<file path="src/rtl/add_pipe_sched.sv">
// add_pipe_sched: round-robin front end for one shared fixed-latency adder.
// Tags each issue with its requester ID and returns sums in order via a FIFO.
module add_pipe_sched #(
  parameter  int P_NUM_REQ    = 4,
  parameter  int P_DATA_SIZE  = 16,
  parameter  int P_LATENCY    = 3,
  parameter  int P_FIFO_DEPTH = 8,
  localparam int C_ID_W =
    (P_NUM_REQ > 1) ? $clog2(P_NUM_REQ) : 1
) (
  input  logic                   i_clk,
  input  logic                   i_rst,
  input  logic [P_NUM_REQ-1:0]   i_req_vld,
  output logic [P_NUM_REQ-1:0]   o_req_rdy,
  input  logic [P_NUM_REQ*P_DATA_SIZE-1:0] i_req_a,
  input  logic [P_NUM_REQ*P_DATA_SIZE-1:0] i_req_b,
  input  logic [P_NUM_REQ-1:0]   i_req_c,
  output logic                   o_add_vld,
  output logic [P_DATA_SIZE-1:0] o_add_a,
  output logic [P_DATA_SIZE-1:0] o_add_b,
  output logic                   o_add_c,
  input  logic                   i_add_vld,
  input  logic [P_DATA_SIZE:0]   i_add_s,
  output logic                   o_res_vld,
  input  logic                   i_res_rdy,
  output logic [P_DATA_SIZE:0]   o_res_s,
  output logic [C_ID_W-1:0]      o_res_id,
  output logic                   o_busy,
  output logic                   o_err
);

  localparam int C_S_W   = P_DATA_SIZE + 1;
  localparam int C_CNT_W = $clog2(P_FIFO_DEPTH + 1);
  localparam int C_PTR_W = $clog2(P_FIFO_DEPTH);
  localparam int C_PW1   = C_PTR_W + 1;
  localparam int C_SUP_W = $clog2(P_LATENCY + 1);
  localparam int C_ENT_W = C_ID_W + C_S_W;

  localparam logic [C_CNT_W-1:0] C_CNT_MAX =
    C_CNT_W'(P_FIFO_DEPTH);
  localparam logic [C_SUP_W-1:0] C_SUP_INIT =
    C_SUP_W'(P_LATENCY);

  // arbitration
  logic [C_ID_W-1:0]    ptr_q;
  logic [C_ID_W-1:0]    ptr_d;
  logic [C_ID_W-1:0]    cand;
  logic [C_ID_W-1:0]    gnt_id;
  logic                 gnt_vld;
  logic [P_NUM_REQ-1:0] gnt;
  logic                 issue_ok;
  logic                 xfer;

  // issue register
  logic                   add_vld_q;
  logic                   add_vld_d;
  logic [P_DATA_SIZE-1:0] add_a_q;
  logic [P_DATA_SIZE-1:0] add_a_d;
  logic [P_DATA_SIZE-1:0] add_b_q;
  logic [P_DATA_SIZE-1:0] add_b_d;
  logic                   add_c_q;
  logic                   add_c_d;
  logic [C_ID_W-1:0]      add_id_q;
  logic [C_ID_W-1:0]      add_id_d;

  // ID tracking
  logic [P_LATENCY-1:0] trk_vld_q;
  logic [P_LATENCY-1:0] trk_vld_d;
  logic [P_LATENCY-1:0][C_ID_W-1:0] trk_id_q;
  logic [P_LATENCY-1:0][C_ID_W-1:0] trk_id_d;
  logic                 trk_vld;
  logic [C_ID_W-1:0]    trk_id;

  // error and post-reset suppression
  logic [C_SUP_W-1:0] sup_q;
  logic [C_SUP_W-1:0] sup_d;
  logic               err_q;
  logic               err_d;

  // credits
  logic [C_CNT_W-1:0] cnt_q;
  logic [C_CNT_W-1:0] cnt_d;
  logic               busy_q;
  logic               busy_d;

  // result FIFO
  logic [C_ENT_W-1:0] mem_q [P_FIFO_DEPTH];
  logic [C_PW1-1:0]   wr_q;
  logic [C_PW1-1:0]   wr_d;
  logic [C_PW1-1:0]   rd_q;
  logic [C_PW1-1:0]   rd_d;
  logic [C_PTR_W-1:0] wr_idx;
  logic [C_PTR_W-1:0] rd_idx;
  logic               empty;
  logic               push;
  logic               pop;

  function automatic logic [C_ID_W-1:0] wrap_add(
    input logic [C_ID_W-1:0] p,
    input int                i
  );
    int s;
    s = int'(p) + i;
    if (s >= P_NUM_REQ) begin
      s = s - P_NUM_REQ;
    end
    return C_ID_W'(s);
  endfunction

  // Reset gates the grant so no handshake completes while held in reset.
  assign issue_ok = !i_rst && (cnt_q < C_CNT_MAX);

  always_comb begin
    gnt_vld = 1'b0;
    gnt_id  = '0;
    cand    = '0;
    gnt     = '0;
    for (int i = 0; i < P_NUM_REQ; i++) begin
      cand = wrap_add(ptr_q, i);
      if (!gnt_vld && issue_ok && i_req_vld[cand]) begin
        gnt_vld = 1'b1;
        gnt_id  = cand;
      end
    end
    if (gnt_vld) begin
      gnt[gnt_id] = 1'b1;
    end
  end

  assign o_req_rdy = gnt;
  assign xfer      = gnt_vld;

  always_comb begin
    ptr_d = ptr_q;
    if (xfer) begin
      ptr_d = wrap_add(gnt_id, 1);
    end
  end

  always_comb begin
    add_vld_d = xfer;
    add_a_d   = add_a_q;
    add_b_d   = add_b_q;
    add_c_d   = add_c_q;
    add_id_d  = add_id_q;
    if (xfer) begin
      add_a_d  = i_req_a[gnt_id*P_DATA_SIZE +: P_DATA_SIZE];
      add_b_d  = i_req_b[gnt_id*P_DATA_SIZE +: P_DATA_SIZE];
      add_c_d  = i_req_c[gnt_id];
      add_id_d = gnt_id;
    end
  end

  assign o_add_vld = add_vld_q;
  assign o_add_a   = add_a_q;
  assign o_add_b   = add_b_q;
  assign o_add_c   = add_c_q;

  // Tracker runs in lockstep with the adder pipe.
  always_comb begin
    trk_vld_d    = trk_vld_q;
    trk_id_d     = trk_id_q;
    trk_vld_d[0] = add_vld_q;
    trk_id_d[0]  = add_id_q;
    for (int i = 1; i < P_LATENCY; i++) begin
      trk_vld_d[i] = trk_vld_q[i-1];
      trk_id_d[i]  = trk_id_q[i-1];
    end
  end

  assign trk_vld = trk_vld_q[P_LATENCY-1];
  assign trk_id  = trk_id_q[P_LATENCY-1];

  // The adder is not reset, so its pipe may hold stale valids.
  always_comb begin
    sup_d = sup_q;
    if (sup_q != '0) begin
      sup_d = sup_q - C_SUP_W'(1);
    end
  end

  always_comb begin
    err_d = err_q;
    if ((sup_q == '0) && (i_add_vld != trk_vld)) begin
      err_d = 1'b1;
    end
  end

  assign push   = i_add_vld & trk_vld;
  assign empty  = (wr_q == rd_q);
  assign pop    = !empty & i_res_rdy;
  assign wr_idx = wr_q[C_PTR_W-1:0];
  assign rd_idx = rd_q[C_PTR_W-1:0];

  always_comb begin
    wr_d = wr_q;
    rd_d = rd_q;
    if (push) begin
      wr_d = wr_q + C_PW1'(1);
    end
    if (pop) begin
      rd_d = rd_q + C_PW1'(1);
    end
  end

  always_comb begin
    unique case ({xfer, pop})
      2'b10:   cnt_d = cnt_q + C_CNT_W'(1);
      2'b01:   cnt_d = cnt_q - C_CNT_W'(1);
      default: cnt_d = cnt_q;
    endcase
    busy_d = (cnt_d != '0);
  end

  assign o_res_vld = !empty;
  assign {o_res_id, o_res_s} = mem_q[rd_idx];
  assign o_busy    = busy_q;
  assign o_err     = err_q;

  always_ff @(posedge i_clk) begin
    if (push) begin
      mem_q[wr_idx] <= {trk_id, i_add_s};
    end
  end

  always_ff @(posedge i_clk or posedge i_rst) begin
    if (i_rst) begin
      ptr_q     <= '0;
      add_vld_q <= 1'b0;
      add_a_q   <= '0;
      add_b_q   <= '0;
      add_c_q   <= 1'b0;
      add_id_q  <= '0;
      trk_vld_q <= '0;
      trk_id_q  <= '0;
      sup_q     <= C_SUP_INIT;
      err_q     <= 1'b0;
      cnt_q     <= '0;
      busy_q    <= 1'b0;
      wr_q      <= '0;
      rd_q      <= '0;
    end else begin
      ptr_q     <= ptr_d;
      add_vld_q <= add_vld_d;
      add_a_q   <= add_a_d;
      add_b_q   <= add_b_d;
      add_c_q   <= add_c_d;
      add_id_q  <= add_id_d;
      trk_vld_q <= trk_vld_d;
      trk_id_q  <= trk_id_d;
      sup_q     <= sup_d;
      err_q     <= err_d;
      cnt_q     <= cnt_d;
      busy_q    <= busy_d;
      wr_q      <= wr_d;
      rd_q      <= rd_d;
    end
  end

endmodule
</file>
<file path="config.mk">
export PLATFORM = sky130hd
export DESIGN_NAME = add_pipe_sched
export DESIGN_NICKNAME = d
export VERILOG_FILES = /design/src/rtl/add_pipe_sched.sv
export SDC_FILE = /design/constraint.sdc
export NUM_CORES = 1
export LEC_CHECK = 0
export ABC_AREA = 1
export CORE_UTILIZATION = 40
export DETAILED_ROUTE_END_ITERATION = 7
export DONT_BUFFER_PORTS = 1
export HOLD_SLACK_MARGIN = 0.15
export PLACE_DENSITY = 0.67
export SYNTH_ARGS = -nofsm -noshare
export SYNTH_HDL_FRONTEND = slang
export SYNTH_SLANG_ARGS = --single-unit
</file>
<file path="constraint.sdc">
create_clock -name i_clk -period 3.2 [get_ports i_clk]
set_clock_uncertainty 0.15 [all_clocks]
set_input_delay 0.64 -clock i_clk [delete_from_list [all_inputs] [get_ports i_clk]]
set_output_delay 0.64 -clock i_clk [all_outputs]
set_load 0.005 [all_outputs]
</file>
# == Word-level counts from Yosys, hierarchy flattened ==
# Memories as Yosys holds them, arrays and structs flattened.
# Index checks and enable logic that the tools add are counted.
# op_classes
n_addsub,14
mul,0
n_div,0
n_lt_le_gt_ge,12
eq_ne,4
shifts,2
mux,29
bitwise_logic,2
reduce_logical,18
# op_table
operator,n
64-bit by 7-bit variable part select with 16-bit output,2
2-bit 2-to-1 mux,9
"2-bit by 3-bit less-than comparator with 1-bit output, second input constant",5
"4-bit by 1-bit adder with 4-bit output, second input constant",3
"3-bit >= comparator, second input constant",4
1-bit 2-to-1 mux,12
"2-bit by 1-bit subtractor with 2-bit output, second input constant",6
1-bit binary-select mux with 2-bit select,5
1-bit logical AND,10
4-bit one-hot mux with 2 select lines,1
"2-bit by 1-bit adder with 3-bit output, second input constant",2
"2-bit by 2-bit adder with 3-bit output, second input constant",2
1-bit logical NOT,5
4-bit == test,1
"4-bit less-than comparator, second input constant",1
4-bit 2-to-1 mux,1
4-bit nonzero test,1
"4-bit by 1-bit subtractor with 4-bit output, second input constant",1
"2-bit by 3-bit >= comparator with 1-bit output, second input constant",1
1-bit bitwise AND,2
1-bit demux with 2-bit select,1
"2-bit by 1-bit == test with 1-bit output, second input constant",1
"2-bit == test, second input constant",1
"2-bit by 1-bit >= comparator with 1-bit output, second input constant",1
3 further kinds,3
# totals
regBits,63
latchBits,0
mem_bits_rw,152
romBits,0
in_bits,157
output_inout_bits,60
word_cells,98
memories,1
# mem_list
memory,depth,width,rd,rd_ports_with_merged_regs,wr,line,source
mem_q,8,19,1,0,1,87,logic [C_ENT_W-1:0] mem_q [P_FIFO_DEPTH];

# == Logic depth before layout (Yosys ltp) ==
# Gate-level depths: netlist (run 1).
# depth
ltp_word,23
depth_mapped,22
depth_no_buf,20

# == Worst setup path after synthesis (run 1) ==
# OpenSTA, ideal clock, no wires.
# synth_timing
path_kind,input to register
startpoint,in i_rst
endpoint,"reg busy_q, in the netlist o_busy"
setup_time_ps,119
arrival_time_ps,2799
slack_ps,132
stages,18
path_buffers,1
cell_sequence,nor2_1 nand2_2 nor2_4 inv_1 nand2_1 nor3_2 buf_2 ha_1 ha_1 nand2_1 nor2_1 a211oi_1 nand2_1 nand2_1 nor2_1 xor2_1 nor2_1 nand2_1
# synth_via
elab_chain_cells,19
# synth_rtl
element,line,source
start: declaration,12,"input logic i_rst,"
1-bit logical NOT (no source line) *,-,
1-bit logical AND *,111,assign issue_ok = !i_rst && (cnt_q < C_CNT_MAX);
1-bit logical AND,120,if (!gnt_vld && issue_ok && i_req_vld[cand]) begin
1-bit 2-to-1 mux,120,
1-bit logical NOT,120,
1-bit logical AND (2 in a row),120,
1-bit 2-to-1 mux,120,
1-bit logical NOT,120,
[3 not listed],-,
1-bit logical NOT,120,
1-bit logical AND (2 in a row),120,
1-bit 2-to-1 mux *,120,
2-bit by 1-bit == test with 1-bit output or 2-bit == test (tied branches),207,"unique case ({xfer, pop})"
4-bit one-hot mux with 2 select lines *,207,
via cnt_d[3],82,logic [C_CNT_W-1:0] cnt_d;
4-bit nonzero test *,212,busy_d = (cnt_d != '0);
via busy_d,84,logic busy_d;
end signal: assignment,254,busy_q <= busy_d;
end: declaration,83,logic busy_q;
# The timed path passes the listed nets; every way through them passes the cells marked *.
# A chain may end at the register's enable or synchronous reset.

# == Worst setup path after layout (run 1) ==
# layout_timing
startpoint,reg ptr_q[1]
endpoint,out o_req_rdy[2]
# layout_via
elab_chain_cells,23
# layout_rtl
element,line,source
start: declaration,45,logic [C_ID_W-1:0] ptr_q;
start signal: assignment,243,ptr_q <= ptr_d;
2-bit by 3-bit >= comparator with 1-bit output or 2-bit by 1-bit subtractor with 2-bit output (tied branches),"104, 105",
2-bit 2-to-1 mux,104,if (s >= P_NUM_REQ) begin
1-bit binary-select mux with 2-bit select,120,
1-bit 2-to-1 mux (not written as such),120,
1-bit logical AND,120,
1-bit 2-to-1 mux,120,
1-bit logical NOT,120,
1-bit logical AND (2 in a row),120,
[5 not listed],-,
1-bit logical NOT,120,
1-bit logical AND (2 in a row),120,
2-bit 2-to-1 mux,120,
2-bit by 3-bit less-than comparator with 1-bit output (not written as such) or 2-bit by 1-bit >= comparator with 1-bit output (tied branches),126,gnt[gnt_id] = 1'b1;
1-bit logical AND (not written as such),126,
1-bit 2-to-1 mux (not written as such),126,
1-bit demux with 2-bit select,126,
4-bit 2-to-1 mux *,125,if (gnt_vld) begin
end: declaration,14,"output logic [P_NUM_REQ-1:0] o_req_rdy,"
# Every way passes the cells marked *; elsewhere a longest branch is shown, timed or not. The select of a mux whose other input is x is not followed.

==> results of run 1 <==
[cells by family after synthesis]
family | count (synthesis) | share of synthesized area (%)
xor gates and xnor gates | 13 | 1.09
and+or+nand+nor | 565 | 23.2
adders and majority gates | 12 | 1.51
DFF | 215 | 58.7
AOI/OAI and AO/OA | 125 | 6.48
buffers and inverters | 232 | 9.04
[flip-flops by register name, indices dropped and copies added, names as in the netlist]
signal / cells
add_id_q: 2
cnt_q: 4
mem_q: 152
o_add_a: 16
o_add_b: 16
o_add_c: 1
o_add_vld: 1
o_busy: 1
o_err: 1
ptr_q: 2
rd_q: 4
sup_q: 2
trk_id: 2
trk_id_d: 4
trk_vld_q: 3
wr_q: 4
[metal layers]
| metal | track usage [%] | routed length [um] |
|---|---|---|
| met5 | 0 | 0 |
| met1 | 23.9 | 10700 |
| met2 | 33.6 | 13100 |
| met3 | 3.43 | 1680 |
| met4 | 5.43 | 527 |
[repair_timing]
action | CTS | global route
endpoints found under the setup margin | 9 | 9
hold buffers | 19 | 0
pin swaps | 1 | 8
resized for setup | 6 | 18
hold endpoints to repair | 166 | 0
setup buffers | 1 | 8
gates cloned | 1 | 1
[stage by stage]
| step | total power, mW | instance area, um^2 |
|---|---|---|
| after global placement | 8.69 | 10900 |
| after floorplan | 7.51 | 10500 |
| after CTS | 11.6 | 11900 |
| after global routing | 12.6 | 12000 |
| final | 11.7 | 12000 |
| after detailed placement | 8.79 | 10900 |
[power by group]
group | leakage (nW) | internal [mW] | switching (mW)
clock | 0.348 | 1.50 | 1.07
combinational | 2.83 | 1.85 | 3.38
sequential | 2.12 | 3.51 | 0.371
total | 5.30 | 6.86 | 4.82
[layout by cell type (no fill, tap or decap), types with 2 or more instances in the layout]
cell type / Yosys / final
inv_2: 4 / 7
xor2_1: 6 / 6
dlygate4sd3_1: 0 / 19
nand2_2: 8 / 10
xnor2_1: 7 / 7
clkinvlp_4: 0 / 3
inv_1: 160 / 156
ha_1: 11 / 10
o22ai_1: 19 / 19
nand4_1: 2 / 2
dfstp_2: 2 / 2
nand3_2: 0 / 2
inv_4: 1 / 2
nand2_4: 1 / 3
buf_12: 0 / 4
clkinv_2: 0 / 2
nor2_4: 3 / 3
clkbuf_8: 0 / 3
clkbuf_1: 33 / 5
nand2_1: 224 / 220
a31oi_1: 19 / 19
dfrtp_1: 61 / 58
dfrtp_2: 0 / 3
clkbuf_16: 0 / 25
nor2_2: 1 / 2
nand3_1: 168 / 166
nor2_1: 152 / 151
edfxtp_1: 152 / 152
clkinv_1: 0 / 2
buf_4: 4 / 38
o21ai_0: 82 / 82
[worst max-delay path: stages, from the launching register on]
cell,delay [ps]
dfrtp_2,460
inv_4,100
nand2_1,60
nand2_2,110
nand2_2,80
nand2_4,120
nand4_4,130
nor2_4,180
nand2_2,100
nand2_4,90
inv_2,60
ha_1,190
nand2_1,60
inv_1,40
[area by class of cell]
cell class	instances	area (um^2)	share of cell area, %
flip-flops and latches	215	6150	51.3
multi-input cells	715	3430	28.6
clock buffers	31	647	5.40
repair buffers	65	638	5.32
inverters	165	624	5.21
well taps	330	413	3.44
clock inverters	9	86.3	0.720
[path summary, 6_finish.rpt]
path | end
worst max-delay path | o_req_rdy[2]
worst min-delay path | trk_id[1]$_DFF_PP0_
worst max register to register | o_busy$_DFF_PP0_
worst min register to register | trk_id[1]$_DFF_PP0_
max in group asynchronous | o_add_a[0]$_DFFE_PP0P_
min in group asynchronous | cnt_q[2]$_DFF_PP0_
==> impl_metrics.env, run 1 <==
export IMPL_die_area_um2=26800
export IMPL_finalHoldViolations=0
export IMPL_yosys_warnings=0
export IMPL_r2r_worst_path_cells=20
export IMPL_synth_top_area_cell="edfxtp_1"
export IMPL_cp_start_kind="flop"
export IMPL_avgSynthCellArea_um2=9.01
export IMPL_netlist_top_cells_area="edfxtp_1, dfrtp_1, nand2_1"
export IMPL_max_slew_margin_rel_pct=54.8
export IMPL_synth_commonest_cells="nand2_1, nand3_1, inv_1"
export IMPL_dp_cells=1460
export IMPL_fmax_mhz=322
export IMPL_drive_gt1_share_pct=10.1
export IMPL_areaGrowthSynthToFinish_pct=14.5
export IMPL_synth_cell_types=35
export IMPL_path_class="reg -> out"
export IMPL_power_density_nw_per_um2=975
export IMPL_power_leakage_nw=5.30
export IMPL_routed_via_density=5.18
export IMPL_die_h_um=164
export IMPL_rrSetupSlack_ps=220
export IMPL_synth_edf_count=152
export IMPL_yosysTopAreaCellShare_pct=43.6
export IMPL_worst_slack_ps=95.8
export IMPL_syn_nets=1331
export IMPL_clock_latency_ps=520
export IMPL_finalCritPeriodShare_pct=97.0
export IMPL_end_kind="output port"
export IMPL_gr_total_overflow=0
export IMPL_fin_nets=1355
export IMPL_cp_data_required_time_ps=2410
export IMPL_status="finished, final reports clean"
export IMPL_routedWlPerCell_um=17.0
export IMPL_antenna_found_initial=0
export IMPL_fp_dieW_um=164
export IMPL_synth_ff_type="edfxtp_1"
export IMPL_cts_root_buf="clkbuf_16"
export IMPL_grt_first_pass_wirelength_um=40000
export IMPL_numCtsBuffers=24
export IMPL_synth_area_um2=10500
export IMPL_clkSinkCount=215
export IMPL_route_detailed_drc=0
export IMPL_num_vias=7925
export IMPL_first_pass_iters=5
export IMPL_synthArstFlopShare_pct=29.3
export IMPL_synth_seq_area_share_pct=58.7
export IMPL_ioPinCount=217
export IMPL_synthMostInstantiatedCell="nand2_1"
export IMPL_worstMarginPinSlew_ps=677
export IMPL_ir_drop_uv=552
export IMPL_path_clk_slew_ps=60
export IMPL_portBuffers=0
export IMPL_rsz0062_at_grt="yes"
export IMPL_ys_ff_latch=215
export IMPL_slew_violations=0
export IMPL_ctsHtreeMaxLevel=1
export IMPL_grt_pass1_vias=7383
export IMPL_drv_cap=0
export IMPL_cp_data_arrival_time_ps=2310
export IMPL_cts_tree="yes"
export IMPL_placeableCoreArea_um2=25400
export IMPL_crit_path_start="ptr_q[1]$_DFFE_PP0P_"
export IMPL_hold_class="reg -> reg"
export IMPL_hold_path_startpoint="trk_id_d[5]$_DFF_PP0_"
export IMPL_setup_viol=0
export IMPL_finalCriticalPeriod_ps=3100
export IMPL_diodes=0
export IMPL_synthCells=1162
export IMPL_final_core_util_pct=47.2
export IMPL_post_dp_hpwl_um=16500
export IMPL_drt_iter0_markers=456
export IMPL_r2r_start="ptr_q[1]$_DFFE_PP0P_"
export IMPL_gp_congestion=0.855
export IMPL_layoutNonFillerInstCount=1530
export IMPL_grt_usage_pct=19.1
export IMPL_start_util_pct=41.2
export IMPL_drt_total_wl_um=26000
export IMPL_dpl_worst_slack_ps=157
export IMPL_crit_fanout=6
export IMPL_tns_ps=0
export IMPL_hold_slack_ps=196
export IMPL_detail_route_antenna_nets=0
export IMPL_min_path_cells=0
export IMPL_std_cell_rows=58
export IMPL_clock_tree_buffer_depth=3
export IMPL_grt_max_degree=79
export IMPL_fill_cells=2358
(Power assumes the default switching activity.)
==> inputs of run 2 (changes only) <==
HOLD_SLACK_MARGIN = not set   (was 0.15)
RECOVER_POWER = 100   (was not set)
==> impl_metrics.env, run 2 (synthesized netlist as in run 1, its figures left out) <==
export IMPL_status="finished, final reports clean"
export IMPL_min_path_cells=0
export IMPL_placeableCoreArea_um2=25400
export IMPL_r2r_start="ptr_q[1]$_DFFE_PP0P_"
export IMPL_met1_usage_pct=23.7
export IMPL_power_leakage_nw=5.17
export IMPL_die_h_um=164
export IMPL_crit_fanout=6
export IMPL_gp_congestion=0.855
export IMPL_post_dp_hpwl_um=16500
export IMPL_numCtsBuffers=24
export IMPL_finalCriticalPeriod_ps=3110
export IMPL_cts_tree="yes"
export IMPL_drt_iter0_markers=435
export IMPL_std_cell_rows=58
export IMPL_gr_total_overflow=0
export IMPL_fill_cells=2386
export IMPL_ctsHtreeMaxLevel=1
export IMPL_detail_route_antenna_nets=0
export IMPL_grt_pass1_vias=7264
export IMPL_layout_common_cells="nand2_1, nand3_1, inv_1"
export IMPL_cpMaxStageDelayCell="dfrtp_2"
export IMPL_die_area_um2=26800
export IMPL_clock_tree_buffer_depth=3
export IMPL_clkSinkCount=215
export IMPL_seq_area_um2=6150
export IMPL_start_util_pct=41.2
export IMPL_timing_rr_end="o_busy$_DFF_PP0_"
export IMPL_met3_usage_pct=3.71
export IMPL_drive_gt1_share_pct=9.05
export IMPL_finalCritPeriodShare_pct=97.1
export IMPL_cp_data_arrival_time_ps=2320
export IMPL_cp_data_required_time_ps=2410
export IMPL_clock_latency_ps=520
export IMPL_cpPeakStageDelay_ps=460
export IMPL_portBuffers=0
export IMPL_tns_ps=0
export IMPL_hold_path_startpoint="i_add_s[4]"
export IMPL_route_detailed_drc=0
export IMPL_cp_common_cell="nand2_2"
export IMPL_r2r_worst_path_cells=20
export IMPL_layout_commonest_cell="nand2_1"
export IMPL_fp_dieW_um=164
export IMPL_end_kind="output port"
export IMPL_cp_start_kind="flop"
export IMPL_fmax_mhz=322
export IMPL_grtUsageMet2_pct=33.3
export IMPL_grt_usage_pct=19.0
export IMPL_final_core_util_pct=46.3
export IMPL_grt_busiest_layer="met2"
export IMPL_ioPinCount=217
export IMPL_diodes=0
export IMPL_fin_nets=1337
export IMPL_max_slew_margin_rel_pct=2.98
export IMPL_hold_class="in -> reg"
export IMPL_first_pass_iters=5
export IMPL_layoutNonFillerInstCount=1512
export IMPL_critPathTopFamily="simple AND/OR/NAND/NOR gates"
export IMPL_path_class="reg -> out"
export IMPL_finalPower_mw=11.6
export IMPL_rsz0062_at_grt="yes"
export IMPL_num_vias=7834
export IMPL_path_clk_slew_ps=60
export IMPL_grt_first_pass_wirelength_um=39700
export IMPL_largest_reg_flops=152
export IMPL_antenna_found_initial=0
export IMPL_worstMarginPinSlew_ps=1460
export IMPL_path_buf_inv=3
export IMPL_cts_root_buf="clkbuf_16"
export IMPL_finalHoldViolations=0
export IMPL_rrSetupSlack_ps=210
export IMPL_multi_input_area_um2=3430
export IMPL_top_register="mem_q"
export IMPL_routed_via_density=5.18
export IMPL_dp_cells=1460
export IMPL_hold_end="mem_q[1][4]$_DFFE_PP_"
export IMPL_cp_cell_sequence="inv_4 > nand2_1 > nand2_2 > nand2_2 > nand2_4 > nand4_4 > nor2_4 > nand2_2 > nand2_4 > inv_2 > ha_1 > nand2_1 > inv_1"
export IMPL_ir_drop_uv=550
export IMPL_slew_violations=0
export IMPL_power_density_nw_per_um2=991
export IMPL_drv_cap=0
export IMPL_setup_viol=0
export IMPL_routedWlPerCell_um=17.1
export IMPL_areaGrowthSynthToFinish_pct=12.3
export IMPL_drt_total_wl_um=25800
export IMPL_grt_max_degree=79
## run 2: where the power goes
group	internal (mW)	switching, mW	total (mW)
Combinational	1.82	3.37	5.19
Clock	1.50	1.07	2.57
Sequential	3.51	0.370	3.88
Total	6.84	4.80	11.6
## run 2: metal layers
metal	wire [um]	up-vias
li1	-	3802
met1	10600	3699
met2	13000	298
met3	1710	35
met4	548	0
met5	0	-
## run 2: worst max path at each step
stage	from	endpoint	slack [ps]	depth (start not counted)
6_report	ptr_q[1]$_DFFE_PP0P_	o_req_rdy[2]	90	13
5_1_grt	ptr_q[1]$_DFFE_PP0P_	o_req_rdy[2]	-30	13
4_1_cts	ptr_q[0]$_DFFE_PP0P_	o_req_rdy[2]	6	13
3_5_place_dp	i_req_vld[3]	o_busy$_DFF_PP0_	160	19
3_3_place_gp	i_req_vld[3]	o_busy$_DFF_PP0_	230	19
2_1_floorplan	i_rst	o_busy$_DFF_PP0_	130	18
## run 2: through the flow
stage / worst slack, ps / hold slack, ps / area, um^2
5_1_grt: -25.2 / 39.5 / 11700
6_report: 94.2 / 63.3 / 11700
3_3_place_gp: 228 / 182 / 10900
4_1_cts: 5.65 / 44.7 / 11700
2_1_floorplan: 132 / 181 / 10500
3_5_place_dp: 157 / 186 / 10900
## run 2: timing repair
action | CTS | global route
cloned | 1 | 1
hold endpoints to repair | 29 | 0
pin swaps | 1 | 8
setup endpoints to repair | 9 | 9
buffers inserted | 1 | 8
hold buffers | 1 | 0
resized for setup | 6 | 18
## run 2: cell type report
class,count,share of cell area (%)
clock buffers,31,5.51
clock inverters,9,0.735
multi-input cells,715,29.2
well taps,330,3.51
inverters,165,5.31
flip-flops and latches,215,52.3
repair buffers,47,3.42
==> inputs of run 3 (changes only) <==
CORE_ASPECT_RATIO = 0.6   (was not set)
==> impl_metrics.env, run 3 (synthesized netlist as in run 1, its figures left out) <==
export IMPL_status="finished with violations"
export IMPL_failed_checks="max-capacitance violations, max-slew violations"
export IMPL_ioPinCount=217
export IMPL_finalHoldViolations=0
export IMPL_start_util_pct=41.0
export IMPL_num_vias=7921
export IMPL_cp_data_arrival_time_ps=2350
export IMPL_fin_nets=1347
export IMPL_cp_start_kind="flop"
export IMPL_path_class="reg -> out"
export IMPL_post_dp_hpwl_um=16500
export IMPL_drive_gt1_share_pct=10.4
export IMPL_dpl_worst_slack_ps=88.1
export IMPL_clock_latency_ps=500
export IMPL_slew_violations=40
export IMPL_largest_reg_flops=152
export IMPL_numCtsBuffers=21
export IMPL_placeableCoreArea_um2=25500
export IMPL_fill_cells=2408
export IMPL_routedWlPerCell_um=16.3
export IMPL_crit_fanout=6
export IMPL_diodes=0
export IMPL_route_detailed_drc=0
export IMPL_grt_usage_pct=18.9
export IMPL_ctsHtreeMaxLevel=1
export IMPL_power_leakage_nw=5.16
export IMPL_postPlaceCellArea_um2=11000
export IMPL_final_area_um2=11700
export IMPL_layout_common_cells="nand2_1, nand3_1, inv_1"
export IMPL_max_slew_margin_rel_pct=-3.63
export IMPL_finalCriticalPeriod_ps=3140
export IMPL_areaGrowthSynthToFinish_pct=12.1
export IMPL_cts_root_buf="clkbuf_16"
export IMPL_clkSinkCount=215
export IMPL_rsz0062_at_grt="yes"
export IMPL_grt_pass1_vias=7491
export IMPL_std_cell_rows=45
export IMPL_power_density_nw_per_um2=971
export IMPL_clock_tree_buffer_depth=3
export IMPL_ir_drop_uv=666
export IMPL_gr_total_overflow=0
export IMPL_detail_route_antenna_nets=0
export IMPL_fmax_mhz=319
export IMPL_path_clk_slew_ps=60
export IMPL_cts_tree="yes"
export IMPL_seq_area_um2=6150
export IMPL_routed_via_density=5.14
export IMPL_end_kind="output port"
export IMPL_antenna_found_initial=0
export IMPL_drt_iter0_markers=505
export IMPL_hold_class="in -> reg"
export IMPL_die_h_um=127
export IMPL_top_register="mem_q"
export IMPL_setup_viol=0
export IMPL_grt_first_pass_wirelength_um=40100
export IMPL_die_area_um2=26800
export IMPL_worstMarginPinSlew_ps=1550
export IMPL_finalCritPeriodShare_pct=98.0
export IMPL_multi_input_area_um2=3480
export IMPL_grt_max_degree=79
export IMPL_gp_congestion=0.846
export IMPL_portBuffers=0
export IMPL_layout_commonest_cell="nand2_1"
export IMPL_worst_slack_ps=62.6
export IMPL_finalPower_mw=11.4
export IMPL_first_pass_iters=5
export IMPL_drt_total_wl_um=25100
export IMPL_cp_data_required_time_ps=2410
export IMPL_fp_dieW_um=211
export IMPL_drv_cap=2
run 3: changes by cell type in the layout (fill, tap and decap cells not counted), sizes merged:
| cell | change |
|---|---|
| buf | +12 |
| bufbuf | -1 |
| bufinv | -1 |
| clkbuf | -1 |
| clkinvlp | -3 |
| inv | +1 |
run 3: where the power goes:
part / leakage [nW] / switching, mW / total, mW / internal [mW]
Sequential: 2.13 / 0.386 / 3.90 / 3.51
Clock: 0.295 / 0.990 / 2.22 / 1.23
Combinational: 2.74 / 3.38 / 5.27 / 1.89
Total: 5.16 / 4.75 / 11.4 / 6.63
run 3: cell type report:
type,count,share of cell area [%]
clock inverter,6,0.277
sequential,215,52.4
multi-input combinational,715,29.7
timing repair buffer,60,3.74
clock buffer,28,4.79
tap,352,3.76
inverter,165,5.35
run 3: what timing repair did:
action / CTS / global route
hold buffers: 1 / 0
gates resized for setup: 14 / 18
setup endpoints to repair: 4 / 8
endpoints found under the hold margin: 20 / 0
pin swaps: 8 / 16
buffers inserted: 11 / 3
run 3: per-layer routing:
layer | track usage [%] | up-vias | part of all wire [%]
li1 | - | 3827 | -
met2 | 28.5 | 259 | 43
met5 | 0 | - | 0
met1 | 28.2 | 3805 | 49
met4 | 3.28 | 0 | 1.3
met3 | 4.33 | 30 | 6.5
run 3: path summary, 6_finish.rpt:
path                                      endpoint  slack (ps)                    from  cells after the start
max in group asynchronous  o_add_a[10]$_DFFE_PP0P_        1040                   i_rst                      3
max reg2reg                       o_busy$_DFF_PP0_         190    ptr_q[0]$_DFFE_PP0P_                     20
min in group asynchronous       cnt_q[3]$_DFF_PP0_         640                   i_rst                      2
min                          mem_q[2][9]$_DFFE_PP_          80              i_add_s[9]                      0
max                                   o_req_rdy[0]          60    ptr_q[0]$_DFFE_PP0P_                     13
min reg2reg                 trk_vld_q[1]$_DFF_PP0_         200  trk_vld_q[0]$_DFF_PP0_                      0
run 3: critical path, stage by stage (launching register included):
cell and delay [ps]:
dfrtp_2 460, buf_6 150, nand2_2 50, nand2_2 70, nand2_2 80, nand2_4 80, nor2_4 180, nand2_1 70
o21ai_1 70, nand2_1 100, nor2_4 230, ha_4 180, nand2_4 60, inv_2 50
run 3: per-stage QoR:
| step | cells | util, % | hold slack, ps | TNS, ps |
|---|---|---|---|---|
| after floorplan | 1162 | - | 181 | 0 |
| after global placement | 1492 | 43.1 | 184 | 0 |
| after detailed placement | 1492 | 43.1 | 187 | 0 |
| after CTS | 1538 | 46.0 | 53.8 | 0 |
| after global routing | 1541 | 46.0 | 47.6 | -356 |
| final | 1541 | 46.0 | 82.2 | 0 |
